## config.mk

```make
export PLATFORM = sky130hd
export DESIGN_NAME = pulse_train_gen
export DESIGN_NICKNAME = d
export VERILOG_FILES = /design/src/rtl/pulse_train_gen.sv
export SDC_FILE = /design/constraint.sdc
export NUM_CORES = 1
export LEC_CHECK = 0
export BUFFER_PORTS_ARGS = -buffer_cell sky130_fd_sc_hd__buf_2
export CAP_MARGIN = 20
export CORE_ASPECT_RATIO = 1.4
export CORE_MARGIN = 4
export CORE_UTILIZATION = 45
export CTS_CLUSTER_SIZE = 40
export DETAILED_ROUTE_END_ITERATION = 12
export GPL_TIMING_DRIVEN = 0
export PLACE_DENSITY_LB_ADDON = 0.25
export SLEW_MARGIN = 20
export SYNTH_ARGS = -nofsm -noshare
export SYNTH_HDL_FRONTEND = slang
export SYNTH_SLANG_ARGS = --single-unit
```

## constraint.sdc

```tcl
create_clock -name clk -period 18 [get_ports clk]
set_clock_uncertainty 0.15 [all_clocks]
set_input_delay 1.8 -clock clk [delete_from_list [all_inputs] [get_ports clk]]
set_output_delay 1.8 -clock clk [all_outputs]
set_load 0.01 [all_outputs]
```

## src/rtl/pulse_train_gen.sv

```systemverilog
// Multi-channel phased pulse generator driven by one shared period counter.
// Periodic or one-shot runs with start/stop control, busy/done status and registered outputs.
module pulse_train_gen #(
    parameter int unsigned CHANNELS = 4,
    parameter int unsigned CNT_W    = 8
) (
    input  logic                      clk,
    input  logic                      rst_n,
    input  logic                      enable,
    input  logic                      trigger,
    input  logic                      mode,
    input  logic [CNT_W-1:0]          period,
    input  logic [CNT_W-1:0]          width,
    input  logic [CHANNELS*CNT_W-1:0] phase,
    output logic [CHANNELS-1:0]       pulse,
    output logic                      busy,
    output logic                      done,
    output logic [CNT_W-1:0]          count
);

    localparam int unsigned PH_W = CHANNELS * CNT_W;

    typedef enum logic [1:0] {
        S_IDLE = 2'd0,
        S_RUN  = 2'd1,
        S_FIN  = 2'd2
    } state_e;

    state_e                state_q,  state_d;
    logic                  mode_q,   mode_d;
    logic [CNT_W-1:0]      period_q, period_d;
    logic [CNT_W-1:0]      width_q,  width_d;
    logic [PH_W-1:0]       phase_q,  phase_d;
    logic                  stop_q,   stop_d;
    logic [CNT_W-1:0]      count_q,  count_d;
    logic [CHANNELS-1:0]   pulse_q,  pulse_d;
    logic                  busy_q,   busy_d;
    logic                  done_q,   done_d;
    logic                  last_c;

    // Window test on CNT_W+1 bits: (k - ph) mod per < wid, with k < per guaranteed.
    function automatic logic in_window(input logic [CNT_W-1:0] k,
                                       input logic [CNT_W-1:0] ph,
                                       input logic [CNT_W-1:0] per,
                                       input logic [CNT_W-1:0] wid);
        logic [CNT_W:0] diff;
        logic           hit;
        diff = '0;
        hit  = 1'b0;
        if (ph < per) begin
            if (k >= ph) begin
                diff = {1'b0, k} - {1'b0, ph};
            end else begin
                diff = {1'b0, k} + {1'b0, per} - {1'b0, ph};
            end
            hit = (diff < {1'b0, wid});
        end
        return hit;
    endfunction

    assign last_c = (count_q == (period_q - CNT_W'(1)));

    // Next-state, config latch and output computation.
    always_comb begin
        state_d  = state_q;
        mode_d   = mode_q;
        period_d = period_q;
        width_d  = width_q;
        phase_d  = phase_q;
        stop_d   = stop_q;
        count_d  = '0;
        done_d   = 1'b0;
        busy_d   = 1'b0;
        pulse_d  = '0;

        unique case (state_q)
            S_IDLE: begin
                stop_d = 1'b0;
                if (enable && trigger && (period != '0)) begin
                    state_d  = S_RUN;
                    mode_d   = mode;
                    period_d = period;
                    width_d  = width;
                    phase_d  = phase;
                end
            end
            S_RUN: begin
                if (last_c && (mode_q || stop_q || !enable)) begin
                    state_d = S_FIN;
                    done_d  = 1'b1;
                end else begin
                    count_d = last_c ? '0 : (count_q + CNT_W'(1));
                    // A periodic stop request stays latched even if enable returns.
                    if (!mode_q && !enable) begin
                        stop_d = 1'b1;
                    end
                end
            end
            S_FIN: begin
                state_d = S_IDLE;
            end
            default: begin
                state_d = S_IDLE;
            end
        endcase

        busy_d = (state_d == S_RUN);
        if (busy_d) begin
            for (int unsigned i = 0; i < CHANNELS; i++) begin
                pulse_d[i] = in_window(count_d, phase_d[i*CNT_W +: CNT_W], period_d, width_d);
            end
        end
    end

    always_ff @(posedge clk or negedge rst_n) begin
        if (!rst_n) begin
            state_q  <= S_IDLE;
            mode_q   <= 1'b0;
            period_q <= '0;
            width_q  <= '0;
            phase_q  <= '0;
            stop_q   <= 1'b0;
            count_q  <= '0;
            pulse_q  <= '0;
            busy_q   <= 1'b0;
            done_q   <= 1'b0;
        end else begin
            state_q  <= state_d;
            mode_q   <= mode_d;
            period_q <= period_d;
            width_q  <= width_d;
            phase_q  <= phase_d;
            stop_q   <= stop_d;
            count_q  <= count_d;
            pulse_q  <= pulse_d;
            busy_q   <= busy_d;
            done_q   <= done_d;
        end
    end

    assign pulse = pulse_q;
    assign busy  = busy_q;
    assign done  = done_q;
    assign count = count_q;

endmodule

```

---- After elaboration in Yosys (flattened, before gate mapping) ----
Index checks and enable logic that the tools add are counted.
word-level totals
  bits in registers ....................... 66
  output and inout port bits .............. 14
  word-level logic and storage cells ...... 85
operators by class
  $lt $le $gt $ge ......................... 12
  eq/ne operators ......................... 5
  reduce and logical (&&, ||, !) cells .... 13
  multiplexer cells ....................... 34
  add/sub/neg operators ................... 11
operators by type and width
  operator                                                             count
  9-bit two-way mux                                                    12
  32-bit two-way mux                                                   2
  8-bit two-way mux                                                    7
  9-bit by 8-bit < comparator with 1-bit output                        4
  8-bit by 8-bit subtractor with 9-bit output                          4
  9-bit by 8-bit subtractor with 9-bit output                          4
  8-bit >= comparator                                                  4
  8-bit < comparator                                                   4
  8-bit by 8-bit adder with 9-bit output                               1
  8-bit by 1-bit adder with 8-bit output (second input constant)       1
  8-bit == test                                                        1
  1-bit two-way mux                                                    8
  8-bit nonzero test                                                   1
  8-bit by 1-bit subtractor with 8-bit output (second input constant)  1
  2-bit by 1-bit == test with 1-bit output (second input constant)     2
  1-bit logical AND                                                    4
  2-bit two-way mux                                                    2
  4-bit two-way mux                                                    1
  2-bit != test (second input constant)                                2
  2-bit one-hot mux with 2 select lines                                1
  3-bit AND reduction                                                  1
  1-bit logical NOT                                                    2
  2-bit logical NOT                                                    1
  1-bit logical OR                                                     2
  other kinds (3)                                                      3

---- Longest topological paths before layout ----
  word-level depth ........................ 13
  depth in mapped cells ................... 32

---- Worst setup path before layout ----
OpenSTA, ideal clock, no wires.
  path type ............................... input-to-reg
  from .................................... in enable
  to ...................................... reg pulse_q[2] (netlist: pulse[2])
  path buffers ............................ 3
  data arrival time ....................... 7.060 ns
  data required time ...................... 17.756 ns
  library setup time ...................... 0.094 ns
  setup slack ............................. 10.696 ns
  stages .................................. 27
  cells stage by stage .................... and4bb_2 -> a21boi_2 -> buf_2 -> buf_1 -> buf_1 -> nor2_1 -> a21oi_1 -> inv_1 -> ha_1 -> a21o_1 -> maj3_1 -> xor2_1 -> ha_1 -> a21oi_1 -> o21bai_1 -> a21o_1 -> a21oi_1 -> xor2_1 -> mux2i_1 -> ha_1 -> inv_1 -> o22ai_1 -> nor3_1 -> o211ai_1 -> nor3b_1 -> o31ai_1 -> a211oi_1
on the way
  elaborated cells between the ends (all ways) .. 28
RTL lines
  element                                        RTL line  RTL
  start: declaration                             9         input logic enable,
  1-bit logical AND * (2 in a row)               79        if (enable && trigger && (period != '0)) begin
  8-bit two-way mux *                            79
  8-bit two-way mux *                            76        unique case (state_q)
  named net period_d[1]                          31        logic [CNT_W-1:0] period_q, period_d;
  8-bit by 8-bit adder with 9-bit output         54        diff = {1'b0, k} + {1'b0, per} - {1'b0, ph};
  9-bit by 8-bit subtractor with 9-bit output    54
  9-bit two-way mux                              51        if (k >= ph) begin
  9-bit two-way mux                              50        if (ph < per) begin
  9-bit two-way mux                              108       if (busy_d) begin
  9-bit by 8-bit < comparator with 1-bit output  56        hit = (diff < {1'b0, wid});
  1-bit two-way mux *                            50
  4-bit two-way mux *                            108
  named net pulse_d[2]                           36        logic [CHANNELS-1:0] pulse_q, pulse_d;
  end signal: assignment                         135       pulse_q <= pulse_d;
  end: declaration                               36
Mark *: on every way through the listed nets, which the timed path passes. The rest lies on a longest branch. The select of a mux whose other input is x is not followed.
A chain may end at the register's enable or synchronous reset.

---- Worst setup path after layout ----
Ends and elaborated chain as after synthesis.

==> results.md <==
* Crit Reg-Reg Endpoint: pulse[2]$_DFF_PN0_
* Post-synth EDFFs at 0
* Die H at 159 um
* Setup crit start: enable
* Final worst-path cycle share at 0.523
* DRT iter0 DRCs at 385
* Worst slew pin tran at 1.10 ns
* Vias per cell at 5.74
* Clock tree root buffer cell: clkbuf_16
* Clk_lat worst skew at 0.34 ns
* Fmax at 0.106 GHz
* Status: finished, final reports clean
* Register clock-pin slew on the reported worst setup and hold paths at 0.06 ns
* Max_slew headroom at 0.266
* Worst reg2reg startpoint: state_q[1]$_DFF_PN0_
* Final Critical Period at 9.42 ns
* Inserted Clock Buffers at 9
* Max Slew Vio Count at 0
* Dominant synthesized flop cell: dfrtp_1
* Initial antenna violation count at 0
* YS warnings at 0
* Top cell type's share of synthesized area at 0.226
* Routed wire length at 22000 um
* Layout cells sized above 1 at 0.124
* Largest net degree at the start of global routing at 40
* CTS H-tree depth at 3
* Critical Path End Type: flop
* Post_cts resized at 0
* DRT antenna net count at 0
* Fraction of registers with async set/reset at 1.00
* Worst Hold Depth at 2
* Unrepaired setup endpoints after global routing: false
* Hold-fix buffers, CTS at 0
* Tot GR Track Use at 0.244
* Most frequent cell after synthesis: ha_1
* Die X at 116 um
* Final hold vios at 0
* Sink Count at 66
* Leading area contributor after synthesis: dfrtp_1
* First-pass GRT wire length at 34100 um
* Layout area overhead at 13.1%
* Mean Syn Cell Area at 9.00 sq um
* CTS tree: yes
* Placed inst area at 7920 sq um
* Max cap viols at 0
* Commonest cells in the netlist: ha_1 (129), inv_1 (84), dfrtp_1 (66)
* Syn nets at 1003
* Final setup viols at 0
* Vias in the first global route at 6273
* CP arrival at 9.49 ns
* FP Rows at 54
* Final instance area at 8270 sq um
* DP Wirelength at 17100 um
* Mapped Area at 7310 sq um
* Total global routing overflow at 0
* Worst hold path endpoint: stop_q$_DFFE_PN0P_
* N_diodes at 0
* Post CTS Setup Buffer Count at 0
* CP Max Fanout at 10
* R2R depth at 27
* HP Start: stop_q$_DFFE_PN0P_
* Final GP Congestion at 0.951
* Register bit count reported by yosys at 66
* Setup TNS at 0 ns
* Post-synthesis sequential area ratio at 0.226
* Startpoint Class: input port
* Vias post-DR at 6260
* Drt pass-1 iters at 4
* DRC errors left at 0
* Synth cell types at 66
* Nets at 1081
* Area contributors post-synth: dfrtp_1 (23%), ha_1 (22%), mux2i_1 (6.0%)
* Routed len/inst at 20.2 um
* Worst hold path class: reg2reg
* Port Buf Inserts at 66
* Initial Util at 0.464
* Clk buf depth at 2
* FF-to-FF setup slack at 9.66 ns
* Post-Syn Instances at 812
* Critical path required time at 18.07 ns
* Die area at 18400 sq um
* Setup CP Type: in2reg
* Ports at 67
* Core ar. at 15700 sq um
-- layer usage --
metal	up-vias	global-route usage	routed length [um]
met5	-	0	0
met4	0	0.112	1000
met3	51	0.0289	976
met2	166	0.408	10600
met1	2941	0.310	9410
li1	3102	-	-
-- kinds of logic (layout without fill, tap and decap cells) --
kind of cell,Yosys count,after routing,synth area share
xor+xnor,55,55,0.0669
simple gates,195,195,0.154
fa+ha+maj,142,142,0.251
buf+inv,96,179,0.0512
compound gates,206,206,0.178
flops,66,66,0.226
mux,52,52,0.0726
-- cell usage in the layout, fill, tap and decap left out, types with 5 or more instances in the layout --
| cell type | netlist | final |
|---|---|---|
| a211oi_1 | 10 | 10 |
| a21boi_0 | 9 | 9 |
| a21o_1 | 22 | 22 |
| a21oi_1 | 57 | 57 |
| and3_1 | 5 | 5 |
| buf_2 | 2 | 68 |
| clkbuf_16 | 0 | 9 |
| dfrtp_1 | 66 | 66 |
| fa_1 | 9 | 9 |
| ha_1 | 129 | 129 |
| inv_1 | 84 | 84 |
| mux2_2 | 7 | 7 |
| mux2i_1 | 44 | 44 |
| nand2_1 | 29 | 29 |
| nand2b_1 | 17 | 17 |
| nand3_1 | 14 | 14 |
| nand3b_1 | 20 | 20 |
| nand4_1 | 15 | 15 |
| nor2_1 | 37 | 37 |
| nor2b_1 | 22 | 22 |
| nor3_1 | 9 | 9 |
| o21a_1 | 5 | 5 |
| o21ai_0 | 57 | 57 |
| o31ai_1 | 9 | 9 |
| xnor2_1 | 28 | 28 |
| xor2_1 | 26 | 26 |
-- sequential cells by signal, indices dropped and copies added, names as in the netlist --
name,count
phase_q,32
count,8
period_q,8
width_q,8
pulse,4
state_q,2
busy,1
done,1
mode_q,1
stop_q,1
-- worst max-delay path, stage by stage --
cell	delay, ns
buf_2	0.12
and4bb_2	0.42
a21boi_2	0.23
buf_2	0.31
buf_1	0.62
buf_1	0.57
nor2_1	0.09
a21oi_1	0.86
inv_1	0.15
ha_1	0.33
a21o_1	0.18
maj3_1	0.40
xor2_1	0.63
ha_1	0.40
o21ai_0	0.14
a21oi_1	0.12
o21ai_0	0.19
nand2b_1	0.12
xnor2_1	0.14
mux2i_1	0.16
ha_1	0.27
a21oi_1	0.18
o22ai_1	0.09
nor3_1	0.16
o211ai_1	0.11
nor3b_1	0.28
o31ai_1	0.12
a211oi_1	0.31
-- how the worst max path moves through the flow --
stage                                    end  slack [ns]  depth (start not counted)
after CTS                 pulse[2]$_DFF_PN0_        8.66                         28
after detailed placement  pulse[2]$_DFF_PN0_        8.32                         28
after floorplan           pulse[2]$_DFF_PN0_       10.70                         27
after global placement    pulse[2]$_DFF_PN0_        8.36                         28
after global routing      pulse[2]$_DFF_PN0_        8.14                         28
final                     pulse[2]$_DFF_PN0_        8.58                         28
-- metrics by stage --
step	cells	setup slack [ns]	hold WS [ns]	utilization
global route	1091	8.14	0.386	0.525
global placement	1074	8.36	0.333	0.501
floorplan	812	10.70	0.313	-
detailed placement	1075	8.32	0.350	0.503
finish	1091	8.58	0.361	0.525
CTS	1091	8.66	0.364	0.525
-- final cells by class --
type | count | area, sq um
plain buffers | 12 | 60.1
clock buffers | 10 | 239
clock inverters | 6 | 114
fillers | 1459 | 7470
inverters | 84 | 315
multi-input cells | 650 | 5290
flip-flops and latches | 66 | 1650
well taps | 196 | 245
repair buffers | 67 | 353
Power is left out: the tool's default activity adds up to more than one toggle a clock period on the data nets, which glitch-free logic cannot reach.
